--- src/rtl/nes_pkg.sv ---
// Shared definitions for the NES gamepad reader: FSM states, button bit
// positions within the button byte, and the pad's serial bit count.
package nes_pkg;

    typedef enum logic [2:0] {
        IDLE       = 3'd0,
        LATCH      = 3'd1,
        PULSE_HIGH = 3'd2,
        PULSE_LOW  = 3'd3,
        DONE       = 3'd4
    } nes_state_t;

    localparam int NES_BITS   = 8;

    localparam int BTN_A      = 0;
    localparam int BTN_B      = 1;
    localparam int BTN_SELECT = 2;
    localparam int BTN_START  = 3;
    localparam int BTN_UP     = 4;
    localparam int BTN_DOWN   = 5;
    localparam int BTN_LEFT   = 6;
    localparam int BTN_RIGHT  = 7;

    // The pad drives its data line low for a pressed button.
    function automatic logic sample_bit(input logic sd);
        return ~sd;
    endfunction

endpackage

--- src/rtl/nes_input_synchronizer.sv ---
// Two-flop synchronizer for the pad's serial data line. Both flops reset to
// 1 so that a released (pulled-up) line is what the reader sees after reset.
module nes_input_synchronizer (
    input  logic clock,
    input  logic reset,
    input  logic async_in,
    output logic sync_out
);

    logic meta_r;
    logic sync_r;

    // Two-stage capture of the asynchronous pad line.
    always_ff @(posedge clock or posedge reset) begin
        if (reset) begin
            meta_r <= 1'b1;
            sync_r <= 1'b1;
        end else begin
            meta_r <= async_in;
            sync_r <= meta_r;
        end
    end

    assign sync_out = sync_r;

endmodule

--- src/rtl/nes_controller_reader.sv ---
// NES gamepad reader: on each poll strobe, raises LATCH for two phases, then
// issues eight PULSE periods while shifting in the serial button bits. Bit 0
// is taken at the end of LATCH, bit k at the end of the low phase after
// pulse k; the eighth pulse is issued for the pad but samples nothing. The
// completed byte is published in DONE together with a one-cycle valid strobe.
module nes_controller_reader
    import nes_pkg::*;
#(
    parameter int PHASE_CYCLES = 300
) (
    input  logic       clock,
    input  logic       reset,
    input  logic       poll_enable,
    input  logic       nes_data,
    output logic       nes_latch,
    output logic       nes_pulse,
    output logic [7:0] buttons,
    output logic       buttons_valid,
    output logic       busy
);

    localparam int CNT_W = $clog2(2 * PHASE_CYCLES);
    localparam logic [CNT_W-1:0] LATCH_LAST = CNT_W'(2 * PHASE_CYCLES - 1);
    localparam logic [CNT_W-1:0] PHASE_LAST = CNT_W'(PHASE_CYCLES - 1);
    localparam logic [3:0]       LAST_IDX   = 4'(NES_BITS);

    nes_state_t       state_r;
    logic [CNT_W-1:0] timer_r;
    logic [3:0]       bit_idx_r;
    logic             pulse_seen_r;
    logic [7:0]       shift_r;
    logic             sd_s;

    nes_input_synchronizer u_sync (
        .clock    (clock),
        .reset    (reset),
        .async_in (nes_data),
        .sync_out (sd_s)
    );

    // Read sequencer: phase timer, pad line drive, bit capture and publishing.
    always_ff @(posedge clock or posedge reset) begin
        if (reset) begin
            state_r       <= IDLE;
            timer_r       <= '0;
            bit_idx_r     <= 4'd0;
            pulse_seen_r  <= 1'b0;
            shift_r       <= 8'h00;
            nes_latch     <= 1'b0;
            nes_pulse     <= 1'b0;
            buttons       <= 8'h00;
            buttons_valid <= 1'b0;
            busy          <= 1'b0;
        end else begin
            buttons_valid <= 1'b0;
            case (state_r)
                IDLE: begin
                    nes_latch <= 1'b0;
                    nes_pulse <= 1'b0;
                    busy      <= 1'b0;
                    timer_r   <= '0;
                    if (poll_enable) begin
                        state_r      <= LATCH;
                        nes_latch    <= 1'b1;
                        busy         <= 1'b1;
                        shift_r      <= 8'h00;
                        bit_idx_r    <= 4'd0;
                        pulse_seen_r <= 1'b0;
                    end else begin
                        state_r <= IDLE;
                    end
                end
                LATCH: begin
                    if (timer_r == LATCH_LAST) begin
                        shift_r[BTN_A] <= sample_bit(sd_s);
                        bit_idx_r      <= 4'd1;
                        nes_latch      <= 1'b0;
                        timer_r        <= '0;
                        state_r        <= PULSE_LOW;
                    end else begin
                        timer_r <= timer_r + CNT_W'(1);
                    end
                end
                PULSE_HIGH: begin
                    if (timer_r == PHASE_LAST) begin
                        nes_pulse    <= 1'b0;
                        pulse_seen_r <= 1'b1;
                        timer_r      <= '0;
                        state_r      <= PULSE_LOW;
                    end else begin
                        timer_r <= timer_r + CNT_W'(1);
                    end
                end
                PULSE_LOW: begin
                    if (timer_r == PHASE_LAST) begin
                        timer_r <= '0;
                        // The gap right after LATCH has no preceding pulse.
                        if (pulse_seen_r && (bit_idx_r < LAST_IDX)) begin
                            shift_r[bit_idx_r[2:0]] <= sample_bit(sd_s);
                        end else begin
                            shift_r <= shift_r;
                        end
                        if (pulse_seen_r && (bit_idx_r == LAST_IDX)) begin
                            buttons       <= shift_r;
                            buttons_valid <= 1'b1;
                            state_r       <= DONE;
                        end else begin
                            nes_pulse <= 1'b1;
                            state_r   <= PULSE_HIGH;
                            if (pulse_seen_r) begin
                                bit_idx_r <= bit_idx_r + 4'd1;
                            end else begin
                                bit_idx_r <= bit_idx_r;
                            end
                        end
                    end else begin
                        timer_r <= timer_r + CNT_W'(1);
                    end
                end
                DONE: begin
                    busy    <= 1'b0;
                    timer_r <= '0;
                    state_r <= IDLE;
                end
                default: begin
                    nes_latch <= 1'b0;
                    nes_pulse <= 1'b0;
                    busy      <= 1'b0;
                    timer_r   <= '0;
                    state_r   <= IDLE;
                end
            endcase
        end
    end

endmodule

--- config.mk ---
export PLATFORM = sky130hd
export DESIGN_NAME = nes_controller_reader
export DESIGN_NICKNAME = d
export VERILOG_FILES = /design/src/rtl/nes_pkg.sv /design/src/rtl/nes_input_synchronizer.sv /design/src/rtl/nes_controller_reader.sv
export SDC_FILE = /design/constraint.sdc
export NUM_CORES = 1
export LEC_CHECK = 0
export ABC_AREA = 1
export ABC_CLOCK_PERIOD_IN_PS = 4700
export CORE_UTILIZATION = 35
export DETAILED_ROUTE_END_ITERATION = 10
export PLACE_DENSITY_LB_ADDON = 0.2
export SYNTH_ARGS = -nofsm -noshare
export SYNTH_HDL_FRONTEND = slang
export SYNTH_SLANG_ARGS = --single-unit
--- constraint.sdc ---
create_clock -name clock -period 4.7 [get_ports clock]
set_clock_uncertainty 0.05 [all_clocks]
set_input_delay 0.94 -clock clock [delete_from_list [all_inputs] [get_ports clock]]
set_output_delay 0.94 -clock clock [all_outputs]
set_load 0.01 [all_outputs]
# After elaboration in Yosys (flattened, before gate mapping)
# Cells that the tools add are included.
word_totals:
  reg_bits: 40
  elab_cells: 92
  inputBits: 4
  ramBits: 0
  rom_bits: 0
  memories: 0
  latchBits: 0
  output_inout_bits: 12
op_classes:
  n_eq_ne: 14
  div_mod_pow: 0
  n_addsub: 2
  n_mul: 0
  n_shift: 0
  bitwise_logic: 3
  magnitude_cmp: 3
  reduce_logical: 19
  mux: 38
op_table:
  columns: ["cell", "count"]
  rows:
  - ["$mux W8", 3]
  - ["$mux W10", 2]
  - ["$mux W4", 5]
  - ["$pmux W10 S2", 1]
  - ["$ne A2 B2 Y1 const B", 7]
  - ["$pmux W7 S2", 1]
  - ["$mux W1", 13]
  - ["$mux W3", 4]
  - ["$pmux W3 S4", 1]
  - ["$pmux W4 S3", 1]
  - ["$add A10 B1 Y10 const B", 1]
  - ["$eq A10 B10 Y1 const B", 1]
  - ["$eq A10 B9 Y1 const B", 1]
  - ["$pmux W1 S3", 3]
  - ["$reduce_and A3 Y1", 3]
  - ["$bwmux W8", 1]
  - ["$reduce_and A4 Y1", 2]
  - ["$eq A3 B2 Y1 const B", 2]
  - ["$reduce_and A6 Y1", 1]
  - ["$reduce_or A3 Y1", 2]
  - ["$reduce_and A5 Y1", 1]
  - ["$add A4 B1 Y4 const B", 1]
  - ["$eq A4 B4 Y1 const B", 1]
  - ["$lt A3 B4 Y1 const B", 1]
  - ["13 further kinds", 20]

# Longest topological paths before layout
# Gate-level depths: netlist (run 1).
depth:
  word_depth: 8
  ltp_mapped: 10
  depth_no_buf: 10

# By module
# From an unflattened synthesis (run 1), not the netlist that was laid out.
hier_totals:
  hier_cells: 275
  area_unflattened_um2: 2239.6
by_module_without_submodules:
  columns: ["mod", "cells_per_inst", "n_inst", "area_per_inst_um2", "seq_area_each_um2"]
  rows:
  - ["nes_controller_reader", 272, 1, 2183.3, 950.9]
  - ["nes_input_synchronizer", 3, 1, 56.3, 52.6]

# Least setup slack after synthesis (run 1)
# Ideal clock, no wire load.
synth_path:
  path_type: "in2reg"
  startpoint: "input poll_enable"
  endpoint: "register bit_idx_r[0]"
  t_required_ns: 4.533
  n_path_buf: 0
  cell_stages: 7
  path_slack_ns: 3.091
  setup_time_ns: 0.117
  arrival_ns: 1.442
  cell_sequence: "nor2_4 inv_4 nand2_2 nor2_2 nand2_2 nand2_1 nand2_1"
synth_via:
  elab_chain_cells: 2
synth_lines:
  columns: ["item", "line_no", "rtl"]
  rows:
  - ["from (decl)", "nes_controller_reader.sv:13", "input logic poll_enable,"]
  - ["$ne A2 B2 Y1 (no line)", null, null]
  - ["$reduce_and A6 Y1 (no line)", null, null]
  - ["to (signal assigned)", "nes_controller_reader.sv:111", "bit_idx_r <= bit_idx_r + 4'd1;"]
  - ["to (signal assigned)", "nes_controller_reader.sv:113", "bit_idx_r <= bit_idx_r;"]
  - ["to (decl)", "nes_controller_reader.sv:29", "logic [3:0] bit_idx_r;"]
# Every way passes these cells.
# A chain may end at the register's enable or synchronous reset.

# Final worst setup path (run 1)
layout_path:
  startpoint: "register busy"
  endpoint: "output busy"
layout_rtl:
  columns: ["item", "line_no", "rtl"]
  rows:
  - ["from (decl)", "nes_controller_reader.sv:19", "output logic busy"]
  - ["from (signal assigned)", "nes_controller_reader.sv:53", "busy <= 1'b0;"]
  - ["from (signal assigned)", "nes_controller_reader.sv:60", "busy <= 1'b0;"]
  - ["from (signal assigned)", "nes_controller_reader.sv:65", "busy <= 1'b1;"]
# No word-level cell between the ends.

==> impl_metrics.csv, run 1 <==
group,metric,value,unit
floorplan,io-pin-count,16,
setup_path,worstSetupStartpointType,"flop",
timing,post-route-period-util,0.4591,
routing,num_vias,1770,
setup_path,cpPeakStageDelay,540,ps
routing,first_iter_violations,70,
grt,grt_pass1_vias,1721,
min_path,hold_path.class,"reg2reg",
timing,tns,0,ps
place,routabilityCongestion,0.8036,
grt,grt_pass1_wl,7.983,mm
grt,grt_use_total,0.1611,
run,cap_violations,0,
setup_path,crit_type,"reg2out",
timing,hold_viol_final,0,
floorplan,initial_core_util,0.3648,
logic_synthesis,synth_cells,284,
clock_network,cts_sinks,40,
clock_network,insertion_delay,290,ps
grt,grt_max_degree,41,
setup_path,critPathArrivalTime,1170,ps
logic_synthesis,seq_area_frac_synth,0.4647,
logic_synthesis,yosys_warnings,0,
timing,worstMarginPinSlew,547.7,ps
clock_network,cts_tree,"yes",
clock_network,cts_htree_levels,2,
clock_network,holdBufCountCts,0,
routing,antenna_left,0,
floorplan,fp.dieH,80.55,µm
floorplan,die_area,6488,µm²
setup_path,cp_data_required_time,3710,ps
setup_path,worst-path-buf-inv,1,
timing,rsz0062_at_grt,"no",
routing,firstDrtPassIters,4,
clock_network,path_clk_slew,70,ps
timing,holdWs,308.0,ps
clock_network,cts_buffers,5,
logic_synthesis,synth.area.top_cells,"dfrtp_1 44%, nand2_1 14%, inv_1 5.2%",
routing,wl_per_cell,11.61,µm
clock_network,cts_resized,0,
power_and_ir_drop,p_per_area,232.6,nW/µm²
setup_path,crit_path_end_kind,"output pin",
clock_network,clockBufferDepth,2,
floorplan,core,5921,µm²
setup_path,worstPathMaxFanout,2,
timing,max_freq,0.4635,GHz
logic_synthesis,synth_area,2160,µm²
place,post-dp-hpwl,3.175,mm
timing,slew_headroom,0.6338,
grt,grt_overflow_total,0,
clock_network,cts_setup_buffers,0,
run_status,outcome,"finished, final reports clean",
final_layout,area_growth,13.67,%
logic_synthesis,synth_top_area_frac,0.4403,
routing,wl,4.376,mm
final_layout,drive_above_1_share,0.1060,
timing,min_period,2158,ps
timing,slew_viol_final,0,
logic_synthesis,syn_area_per_cell,7.604,µm²
routing,drc,0,
floorplan,fp-row-count,28,
timing,setup_viol,0,
place,io_buffers,15,
clock_network,root_buffer,"clkbuf_8",
setup_path,timing.critical_path.max_delay_family,"buffers and inverters",
power_and_ir_drop,peakVddDrop,95.73,µV
setup_path,cp_cell_sequence,"clkdlybuf4s50_1",
logic_synthesis,synth_cell_type_count,29,
power_and_ir_drop,p_total,570.9,µW
grt,antenna_found_initial,0,
logic_synthesis,yosysTopAreaCell,"dfrtp_1",
setup_path,slowest_stage,"clkdlybuf4s50_1",
routing,avgViaCountPerCell,4.695,
logic_synthesis,ys_ff_latch,40,
floorplan,die_x,80.55,µm
final_layout,antenna_cells,0,
logic_synthesis,syn-num-nets,291,
final_layout,fillCellCount,654,
power_and_ir_drop,p_leak,1.234,nW
final_layout,nets,309,
cell usage after synthesis:
cell and n:
a21oi_1 8, a21oi_2 1, a31oi_1 1, buf_2 3, buf_4 1, buf_6 1, dfrtp_1 38, dfstp_2 2
ha_1 3, inv_1 30, inv_2 6, inv_4 1, nand2_1 83, nand2_2 8, nand3_1 18, nand3b_1 1
nand4_1 17, nor2_1 29, nor2_2 3, nor2_4 3, nor3_1 6, nor4_1 1, o21ai_0 13, o21ai_1 1
o21ai_4 1, o22ai_1 1, or2_1 1, xnor2_1 2, xor2_1 1
metal layers:
metal | GRT usage | wire, µm
met5 | 0 | 0
met4 | 0.06071 | 71
met3 | 0.03750 | 99
met2 | 0.2483 | 1955
met1 | 0.2174 | 2249
path summary, 6_finish.rpt:
| kind | startpoint | to | slack [ps] | depth (start not counted) |
|---|---|---|---|---|
| max in group asynchronous | reset | u_sync.sync_out | 3200 | 3 |
| max reg2reg | timer_r[0] | timer_r[6] | 2680 | 8 |
| min reg2reg | u_sync.meta_r | u_sync.sync_out | 310 | 0 |
| max | busy | busy | 2540 | 1 |
| min in group asynchronous | reset | buttons_valid | 1020 | 3 |
| min | u_sync.meta_r | u_sync.sync_out | 310 | 0 |
per-stage QoR:
step	setup WS [ps]	instance area (µm²)	util	instances
finish	2542	2455	0.4146	377
global route	2412	2455	0.4146	377
CTS	2518	2455	0.4146	377
detailed placement	2390	2377	0.4015	370
global placement	2419	2377	0.4015	370
floorplan	2796	2160	-	284
cell families (layout without fill, tap and decap cells):
logic type / count (synthesis) / in the layout / synth area share
adder cells (fa/ha/maj): 3 / 3 / 0.01738
AO/OA/AOI/OAI: 26 / 26 / 0.06837
AND/OR/NAND/NOR: 170 / 170 / 0.3563
XOR/XNOR: 3 / 3 / 0.01217
buffers and inverters: 42 / 60 / 0.08111
flip-flops: 40 / 40 / 0.4647
placed cells by master, fill, tap and decap left out, types with 2 or more instances in the layout:
cell             instances
nand2_1                 83
dfrtp_1                 38
inv_1                   30
nor2_1                  29
nand3_1                 18
nand4_1                 17
clkdlybuf4s50_1         15
o21ai_0                 13
nand2_2                  8
a21oi_1                  8
inv_2                    6
nor3_1                   6
clkbuf_8                 5
nor2_2                   3
nor2_4                   3
ha_1                     3
xnor2_1                  2
dfstp_2                  2
state kept, by name (all words and copies together), names as in the netlist, 3 cells and up:
| name | cells |
|---|---|
| buttons | 8 |
| timer_r | 10 |
| state_r | 3 |
| shift_r | 8 |
| bit_idx_r | 4 |
cell type report:
cell class	count	area (µm²)	area share
clock buffer	6	72.57	0.02956
multi-input combinational	202	980.9	0.3996
timing repair buffer	16	157.7	0.06422
inverter	37	141.4	0.05759
clock inverter	1	5.005	0.002039
sequential	40	1003	0.4088
tap	75	93.84	0.03823
report_power, final:
group	switching, mW	internal, mW	leakage [nW]
clock	0.113	0.101	0.0410
combinational	0.00769	0.00337	0.676
sequential	0.000529	0.346	0.517
total	0.121	0.450	1.23
Power figures use the tool's default switching activity.
==> run 2: changes to the inputs <==
--- a/config.mk
+++ b/config.mk
@@ -6,7 +6,7 @@
 export NUM_CORES = 1
 export LEC_CHECK = 0
 export ABC_AREA = 1
-export ABC_CLOCK_PERIOD_IN_PS = 4700
+export ABC_CLOCK_PERIOD_IN_PS = 2180
 export CORE_UTILIZATION = 35
 export DETAILED_ROUTE_END_ITERATION = 10
 export PLACE_DENSITY_LB_ADDON = 0.2
==> constraint.sdc (replaced) <==
create_clock -name clock -period 2.18 [get_ports clock]
set_clock_uncertainty 0.05 [all_clocks]
set_input_delay 0.436 -clock clock [delete_from_list [all_inputs] [get_ports clock]]
set_output_delay 0.436 -clock clock [all_outputs]
set_load 0.01 [all_outputs]
==> run 2 against run 1 <==
Die area unchanged. Sequential cell count unchanged. Clock power is 140% higher. Critical path depth up 9. Non-clock buffer count is 2 higher. Core utilization increased by 0.51 points. Cell area increased by 1.2%. Sequential power increased by 120%. Combinational power is 120% higher. Largest power group unchanged.
==> impl_metrics.csv, run 2 (synthesis results as in run 1) <==
group,metric,value,unit
run_status,outcome,"finished, final reports clean",
clock_network,insertion_delay,300,ps
clock_network,cts_resized,0,
final_layout,fillCellCount,619,
routing,wl_per_cell,11.84,µm
floorplan,fp-row-count,28,
timing,setup_viol,0,
setup_path,worstPathMaxFanout,12,
floorplan,initial_core_util,0.3648,
setup_path,critPathArrivalTime,2060,ps
power_and_ir_drop,p_leak,1.253,nW
setup_path,crit_path_end_kind,"flop",
setup_path,crit_type,"reg2reg",
timing,post-route-period-util,0.8853,
grt,antenna_found_initial,0,
power_and_ir_drop,p_per_area,518.9,nW/µm²
floorplan,fp.dieH,80.55,µm
setup_path,rr_worst_depth,10,
routing,drc,0,
setup_path,cp_cell_sequence,"inv_1, ha_1, nand3_1, nor2_2, nand2_2, nand2_2, nor2_2, nand2_2, nand2_1, nand2_1",
timing,hold_viol_final,0,
setup_path,crit_top_cell,"nand2_2",
final_layout,layout_common_cells,"83 x nand2_1, 38 x dfrtp_1, 30 x inv_1, 29 x nor2_1, 18 x nand3_1",
grt,grt_max_degree,41,
power_and_ir_drop,switching_share,0.2207,
power_and_ir_drop,p_int,1.005,mW
routing,first_iter_violations,75,
grt,grt_use_total,0.1657,
floorplan,die_x,80.55,µm
final_layout,largestRegisters,"timer_r (10), buttons (8), shift_r (8)",
timing,tns,0,ps
grt,grt_pass1_vias,1795,
timing,rsz0062_at_grt,"no",
min_path,hold_path.class,"reg2reg",
routing,avgViaCountPerCell,4.811,
power_and_ir_drop,switching_power,284.6,µW
timing,slew_viol_final,0,
grt,grt_overflow_total,0,
grt,grt_pass1_wl,8.162,mm
routing,wl,4.500,mm
clock_network,root_buffer,"clkbuf_8",
run,cap_violations,0,
final_layout,fin_cells,380,
final_layout,area_growth,15.06,%
min_path,worstHoldPathCells,0,
clock_network,cts_htree_levels,2,
place,post-dp-hpwl,3.177,mm
power_and_ir_drop,pwr-share-seq,0.578,
place,io_buffers,15,
floorplan,core,5921,µm²
power_and_ir_drop,pwr-share-clk,0.403,
setup_path,worstSetupStartpointType,"flop",
floorplan,io-pin-count,16,
clock_network,clockBufferDepth,2,
routing,antenna_left,0,
clock_network,cts_setup_buffers,0,
setup_path,cpPeakStageDelay,480,ps
place,dp_cells,372,
final_layout,nets,311,
setup_path,cp_data_required_time,2310,ps
routing,firstDrtPassIters,4,
place,routabilityCongestion,0.8760,
final_layout,top_register,"timer_r",
clock_network,cts_sinks,40,
final_layout,largest_reg_flops,10,
floorplan,die_area,6488,µm²
final_layout,antenna_cells,0,
power_and_ir_drop,peakVddDrop,213.6,µV
clock_network,path_clk_slew,80,ps
setup_path,slowest_stage,"dfrtp_1",
timing,max_freq,0.5182,GHz
clock_network,holdBufCountCts,0,
timing,slew_headroom,0.6577,
setup_path,r2r_setup_slack,250,ps
power_and_ir_drop,p_comb_frac,0.019,
final_layout,drive_above_1_share,0.1180,
timing,worstMarginPinSlew,513.5,ps
final_layout,final_common_cell,"nand2_1",
clock_network,cts_tree,"yes",
timing,min_period,1930,ps
routing,num_vias,1828,
clock_network,cts_buffers,5,
[run 2: cell count changes in the layout (fill, tap and decap cells not counted)]
| cell | previous run | this run |
|---|---|---|
| buf_4 | 1 | 3 |
| clkbuf_8 | 5 | 6 |
| clkbuf_1 | 1 | 0 |
| clkinv_2 | 1 | 2 |
[run 2: worst paths after layout]
kind / start / endpoint
worst max-delay path: bit_idx_r[0] / bit_idx_r[3]
worst min-delay path: u_sync.meta_r / u_sync.sync_out
worst max register to register: bit_idx_r[0] / bit_idx_r[3]
worst min register to register: u_sync.meta_r / u_sync.sync_out
max in group asynchronous: reset / u_sync.meta_r
min in group asynchronous: reset / buttons[6]
[run 2: stage by stage]
| step | utilization | hold slack (ps) | setup WS, ps | instance area, µm² | total power [mW] |
|---|---|---|---|---|---|
| 6_report | 0.4197 | 299.6 | 250.1 | 2485 | 1.289 |
| 2_1_floorplan | - | 295.2 | 643.7 | 2160 | 0.7728 |
| 4_1_cts | 0.4197 | 305.9 | 265.7 | 2485 | 1.307 |
| 3_3_place_gp | 0.4041 | 296.0 | 379.3 | 2392 | 0.7857 |
| 5_1_grt | 0.4197 | 313.7 | 40.63 | 2485 | 1.350 |
| 3_5_place_dp | 0.4041 | 297.9 | 280.0 | 2392 | 0.7863 |
[run 2: final cells by class]
cell class | count | area [µm²] | share of cell area
multi-input cells | 202 | 980.9 | 0.3948
repair buffers | 18 | 172.7 | 0.06949
flip-flops and latches | 40 | 1003 | 0.4038
clock inverters | 2 | 10.01 | 0.004028
inverters | 37 | 141.4 | 0.05690
well taps | 75 | 93.84 | 0.03776
clock buffers | 6 | 82.58 | 0.03323
[run 2: worst max-delay path, delay by kind of cell (launching register included)]
family / cells / cell delay (ps)
buf+inv: 1 / 160
fa+ha+maj: 1 / 220
flops: 1 / 480
simple gates: 8 / 910
[run 2: routing by layer]
layer  vias up  GRT usage  wire (µm)
met5         -          0          0
met4         0    0.07500        106
met3        11    0.04091        148
met2        28     0.2458       1960
met1       837     0.2254       2285
li1        952          -          -
[run 2: power by group through the flow]
stage | logic (mW) | clock network (mW) | registers (mW)
after floorplan | 0.0129 | 0 | 0.760
after detailed placement | 0.0260 | 0 | 0.760
final | 0.0241 | 0.520 | 0.746
after global routing | 0.0284 | 0.575 | 0.746
after CTS | 0.0259 | 0.535 | 0.746
after global placement | 0.0253 | 0 | 0.760
==> run 3: changes to the inputs <==
--- a/config.mk
+++ b/config.mk
@@ -6,10 +6,9 @@
 export NUM_CORES = 1
 export LEC_CHECK = 0
 export ABC_AREA = 1
-export ABC_CLOCK_PERIOD_IN_PS = 2180
+export ABC_CLOCK_PERIOD_IN_PS = 2360
 export CORE_UTILIZATION = 35
 export DETAILED_ROUTE_END_ITERATION = 10
-export PLACE_DENSITY_LB_ADDON = 0.2
 export SYNTH_ARGS = -nofsm -noshare
 export SYNTH_HDL_FRONTEND = slang
 export SYNTH_SLANG_ARGS = --single-unit
==> constraint.sdc (replaced) <==
create_clock -name clock -period 2.36 [get_ports clock]
set_clock_uncertainty 0.05 [all_clocks]
set_input_delay 0.472 -clock clock [delete_from_list [all_inputs] [get_ports clock]]
set_output_delay 0.472 -clock clock [all_outputs]
set_load 0.01 [all_outputs]
==> run 3 against run 2 <==
Routed wire length fell by 3.2%. Core utilization grew 0.13 points. Cell area grew 0.30%. Power shrank 2.0%. First-iteration DRC count increased by 23%. Sequential cell count did not move. Critical path type unchanged. Largest cell class unchanged.
==> impl_metrics.csv, run 3 (synthesis results as in run 1) <==
group,metric,value,unit
final_layout,seq_area,1003,µm²
grt,grt_overflow_total,0,
setup_path,worstSetupStartpointType,"flop",
final_layout,multi_input_area,980.9,µm²
clock_network,insertion_delay,290,ps
routing,firstDrtPassIters,4,
final_layout,drive_above_1_share,0.1118,
setup_path,crit_path_end_kind,"flop",
setup_path,worst-path-buf-inv,1,
final_layout,antenna_cells,0,
final_layout,largest_reg_flops,10,
timing,max_freq,0.5250,GHz
routing,num_vias,1832,
clock_network,cts_buffers,5,
setup_path,cpPeakStageDelay,490,ps
place,post-dp-hpwl,3.148,mm
setup_path,worstPathMaxFanout,12,
final_layout,final_common_cell,"nand2_1",
grt,antenna_found_initial,0,
routing,antenna_left,0,
grt,grt_pass1_vias,1663,
clock_network,cts_resized,0,
routing,top_layer,"met4",
setup_path,critPathArrivalTime,2040,ps
final_layout,layout_common_cells,"83 x nand2_1, 38 x dfrtp_1, 30 x inv_1, 29 x nor2_1, 18 x nand3_1",
floorplan,initial_core_util,0.3648,
routing,first_iter_violations,92,
place,place_ws,488.3,ps
power_and_ir_drop,peakVddDrop,261.4,µV
timing,post-route-period-util,0.8070,
clock_network,clockBufferDepth,2,
clock_network,path_clk_slew,80,ps
setup_path,crit_top_cell,"nand2_2",
final_layout,top_register,"timer_r",
timing,worst_slack,455.4,ps
routing,wl_per_cell,11.49,µm
setup_path,crit_type,"reg2reg",
final_layout,largestRegisters,"timer_r (10), buttons (8), shift_r (8)",
floorplan,fp-row-count,28,
timing,tns,0,ps
routing,drc,0,
final_layout,fillCellCount,610,
floorplan,die_area,6488,µm²
routing,dr_wl_met3,167,µm
grt,grt_max_degree,41,
power_and_ir_drop,p_total,1.264,mW
final_layout,nets,310,
clock_network,cts_tree,"yes",
routing,met1_length,2.192,mm
clock_network,cts_setup_buffers,0,
power_and_ir_drop,p_per_area,507.0,nW/µm²
run,cap_violations,0,
timing,worstMarginPinSlew,485.1,ps
run_status,outcome,"finished, final reports clean",
floorplan,die_x,80.55,µm
timing,min_period,1905,ps
floorplan,core,5921,µm²
clock_network,cts_htree_levels,2,
setup_path,cp_data_required_time,2490,ps
place,dp_cells,371,
grt,grt_use_total,0.1538,
clock_network,cts_sinks,40,
clock_network,holdBufCountCts,0,
place,routabilityCongestion,0.8755,
final_layout,area_growth,15.41,%
setup_path,slowest_stage,"dfrtp_1",
min_path,hold_path.class,"reg2reg",
place,io_buffers,15,
grt,grt_pass1_wl,7.645,mm
floorplan,fp.dieH,80.55,µm
setup_path,cp_cell_sequence,"inv_1, ha_1, nand3_1, nor2_2, nand2_2, nand2_2, nor2_2, nand2_2, nand2_1, nand2_1",
setup_path,timing.critical_path.max_delay_family,"simple AND/OR/NAND/NOR gates",
timing,rsz0062_at_grt,"no",
timing,hold_viol_final,0,
timing,holdWs,308.2,ps
timing,slew_headroom,0.6736,
power_and_ir_drop,p_leak,1.252,nW
final_layout,fin_cells,379,
floorplan,io-pin-count,16,
timing,setup_viol,0,
routing,dr_wl_met2,1.902,mm
routing,wl,4.356,mm
timing,slew_viol_final,0,
clock_network,root_buffer,"clkbuf_8",
routing,avgViaCountPerCell,4.834,
==> run 3: changes by cell type in the layout (fill, tap and decap cells not counted) <==
cell	before	now
bufinv_16	0	1
clkinv_2	2	1
clkbuf_1	0	1
clkbuf_8	6	5
buf_4	3	2
==> run 3: area by class of cell <==
class | count | area share
clock buffer | 6 | 0.02912
clock inverter | 2 | 0.01406
inverter | 37 | 0.05673
multi-input combinational | 202 | 0.3936
sequential | 40 | 0.4026
tap | 75 | 0.03765
timing repair buffer | 17 | 0.06626
==> run 3: worst register-to-register path, delay by kind of cell, from the launching register on <==
| family | cells | cell delay (ps) |
|---|---|---|
| simple gates | 8 | 870 |
| fa+ha+maj | 1 | 220 |
| buf+inv | 1 | 160 |
| flops | 1 | 490 |
==> run 3: final timing paths <==
kind                                    start              end  slack, ps  cells after the start
min in group asynchronous               reset       timer_r[7]        550                      3
worst min register to register  u_sync.meta_r  u_sync.sync_out        310                      0
max in group asynchronous               reset  u_sync.sync_out       1340                      3
worst max-delay path             bit_idx_r[0]     bit_idx_r[2]        460                     10
worst min-delay path            u_sync.meta_r  u_sync.sync_out        310                      0
worst max register to register   bit_idx_r[0]     bit_idx_r[2]        460                     10
==> run 3: power breakdown <==
part | leakage, nW | switching, mW | internal (mW) | total, mW
Sequential | 0.517 | 0.00101 | 0.688 | 0.689
Combinational | 0.680 | 0.0150 | 0.00671 | 0.0217
Clock | 0.0552 | 0.239 | 0.314 | 0.553
Total | 1.25 | 0.255 | 1.01 | 1.26
==> run 3: stage by stage <==
stage / utilization / cell area (µm²)
final: 0.4210 / 2492
after global routing: 0.4210 / 2492
after CTS: 0.4210 / 2492
after detailed placement: 0.4028 / 2385
after global placement: 0.4028 / 2385
after floorplan: - / 2160
==> run 3: per-layer routing <==
| layer | vias to the layer above | track usage |
|---|---|---|
| met2 | 35 | 0.2297 |
| met3 | 9 | 0.03068 |
| li1 | 948 | - |
| met1 | 840 | 0.2102 |
| met5 | - | 0 |
| met4 | 0 | 0.07500 |
==> edit, RTL diff (config.mk and constraints of run 2) <==
One comparison of `bit_idx_r` changes from == to >=.
--- a/src/rtl/nes_controller_reader.sv
+++ b/src/rtl/nes_controller_reader.sv
@@ -100,7 +100,7 @@
                         end else begin
                             shift_r <= shift_r;
                         end
-                        if (pulse_seen_r && (bit_idx_r == LAST_IDX)) begin
+                        if (pulse_seen_r && (bit_idx_r >= LAST_IDX)) begin
                             buttons       <= shift_r;
                             buttons_valid <= 1'b1;
                             state_r       <= DONE;
Function: same outputs for any inputs over 10 cycles, from zero or initial values and one cycle with reset high; that may be too few to reach the edited logic, so the function may still have changed.
==> edit against run 2 <==
Wire length down 6.9%. Worst setup slack better by 0.17 ns. Hold slack better by 0.0091 ns. Sequential cell count unchanged. Area after synthesis is 0.70% higher. Final area is 0.40% higher. Count of clock-buffer cells in the layout increased by 2. Die area is 0.68% higher.
Power is not compared: it rests on default switching activity, and its combinational part moved more than twofold at a synthesized area within 25%.
==> edit: results (changes against run 2) <==
Route
The met1 wire length is 2190 µm (was 2290 µm). The final wirelength is 4190 µm (was 4500 µm). The total via count after detailed routing came to 1,750 (was 1,828). The highest signal layer in the routed design was met4 (unchanged). The met2 wire length came to 1840 µm (was 1960 µm). The number of optimization iterations in the first detailed-route pass is 4 (unchanged). The total length of routed met3 wires came to 134 µm (was 148 µm). The initial DRC count was 79 (was 75).

Placement
The instance area after placement was 2400 µm² (was 2390 µm²). The final weighted congestion in routability-driven placement is 0.810 (was 0.876). The post-DP HPWL was 3060 µm (was 3180 µm).

Worst hold path
The path type of the worst min-delay path is flip-flop to flip-flop (unchanged). The launch point of the worst hold path was u_sync.meta_r (unchanged). The endpoint of the worst hold-timing path is u_sync.sync_out (unchanged).

Timing
The transition time of the tightest slew-check pin is 0.384 ns (was 0.514 ns).

Synth
The sequential cell area fraction in the yosys report is 46.1% (was 46.5%). Most frequent cells after synthesis: sky130_fd_sc_hd__nand2_1, sky130_fd_sc_hd__dfrtp_1, sky130_fd_sc_hd__nor2_1, sky130_fd_sc_hd__inv_1, sky130_fd_sc_hd__nand3_1 (was sky130_fd_sc_hd__nand2_1, sky130_fd_sc_hd__dfrtp_1, sky130_fd_sc_hd__inv_1, sky130_fd_sc_hd__nor2_1, sky130_fd_sc_hd__nand3_1). The net count after synthesis is 285 (was 291). Leading post-synthesis cells by cell area: sky130_fd_sc_hd__dfrtp_1, sky130_fd_sc_hd__nand2_1, sky130_fd_sc_hd__nor2_1 (was sky130_fd_sc_hd__dfrtp_1, sky130_fd_sc_hd__nand2_1, sky130_fd_sc_hd__inv_1).

GRT
The first-pass GRT wire length is 7560 µm (was 8160 µm). The global router's overall resource usage is 14.9% (was 16.6%). The number of global-route vias before repair is 1,674 (was 1,795).

Worst setup path
The depth of the most critical reg-to-reg path came to 9 (was 10). The start of the worst register-to-register path is timer_r[0] (was bit_idx_r[0]). The slack of the worst reg-to-reg path came to 0.42 ns (was 0.25 ns). The largest fanout of any net on the critical path is 17 (was 12). The arrival time of data at the critical path endpoint is 1.89 ns (was 2.06 ns). The capture point of the worst reg-to-reg path was shift_r[2] (was bit_idx_r[3]).

Clocking
The cell at the root of the clock tree is sky130_fd_sc_hd__clkbuf_8 (unchanged). The worst-case clock buffer depth is 2 (unchanged). The level count of the clock H-tree was 2 (unchanged). The worst-skew pair later-pin latency is 0.28 ns (was 0.30 ns). After clock tree synthesis, the clock-pin slew on the worst setup and hold paths is 0.07 ns.

Layout
The final-stage net count is 303 (was 311). The number of inserted filler cells in the final layout is 649 (was 619). The number of diodes is 0 (unchanged). The share of post-route cells with drive strength above 1 is 12.4% (was 11.8%).

Status
Run status: completed (unchanged).
## edit: area by class of cell
class                      count  area share (%)
multi-input combinational    201            40.5
inverter                      32            4.81
tap                           75            3.76
timing repair buffer          17            7.12
sequential                    40            40.2
clock buffer                   8            3.61
## edit: worst max path at each step
stage | from | endpoint | cells past startpoint
floorplan | timer_r[0] | state_r[0] | 8
global placement | poll_enable | shift_r[6] | 6
detailed placement | poll_enable | shift_r[4] | 6
CTS | timer_r[0] | shift_r[2] | 9
global route | timer_r[0] | shift_r[2] | 9
finish | timer_r[0] | shift_r[2] | 9
## edit: worst max-delay path, cell delays in order, from the launching register on
cell	delay, ns
sky130_fd_sc_hd__dfrtp_1	0.37
sky130_fd_sc_hd__ha_1	0.24
sky130_fd_sc_hd__inv_1	0.07
sky130_fd_sc_hd__nor2_1	0.13
sky130_fd_sc_hd__nand3_2	0.12
sky130_fd_sc_hd__nand2_2	0.29
sky130_fd_sc_hd__buf_4	0.21
sky130_fd_sc_hd__nand3_2	0.05
sky130_fd_sc_hd__nand2_1	0.07
sky130_fd_sc_hd__nand2_1	0.04
## edit: kinds of logic (layout without fill, tap and decap cells)
| logic type | Yosys count | in the layout | synth area share (%) |
|---|---|---|---|
| XOR/XNOR | 4 | 4 | 1.61 |
| flip-flops | 40 | 40 | 46.1 |
| adder cells (fa/ha/maj) | 2 | 2 | 1.15 |
| buffers and inverters | 38 | 57 | 7.42 |
| AO/OA/AOI/OAI | 17 | 17 | 4.60 |
| AND/OR/NAND/NOR | 178 | 178 | 39.1 |
## edit: power breakdown
| part | internal (mW) | switching [mW] |
|---|---|---|
| logic | 0.386 | 0.766 |
| registers | 0.904 | 0.186 |
| clock network | 0.258 | 0.237 |
| total | 1.55 | 1.19 |
## edit: metal layers
metal / GRT usage [%] / vias to the layer above
li1: - / 923
met1: 21.0 / 795
met2: 23.2 / 30
met3: 3.15 / 2
met4: 3.21 / 0
met5: 0 / -
## edit: stage by stage
stage | hold slack (ns) | instances | setup slack (ns)
2_1_floorplan | 0.295 | 279 | 0.749
6_report | 0.309 | 373 | 0.421
5_1_grt | 0.312 | 373 | 0.254
3_3_place_gp | 0.298 | 365 | 0.397
3_5_place_dp | 0.298 | 365 | 0.367
4_1_cts | 0.310 | 373 | 0.418
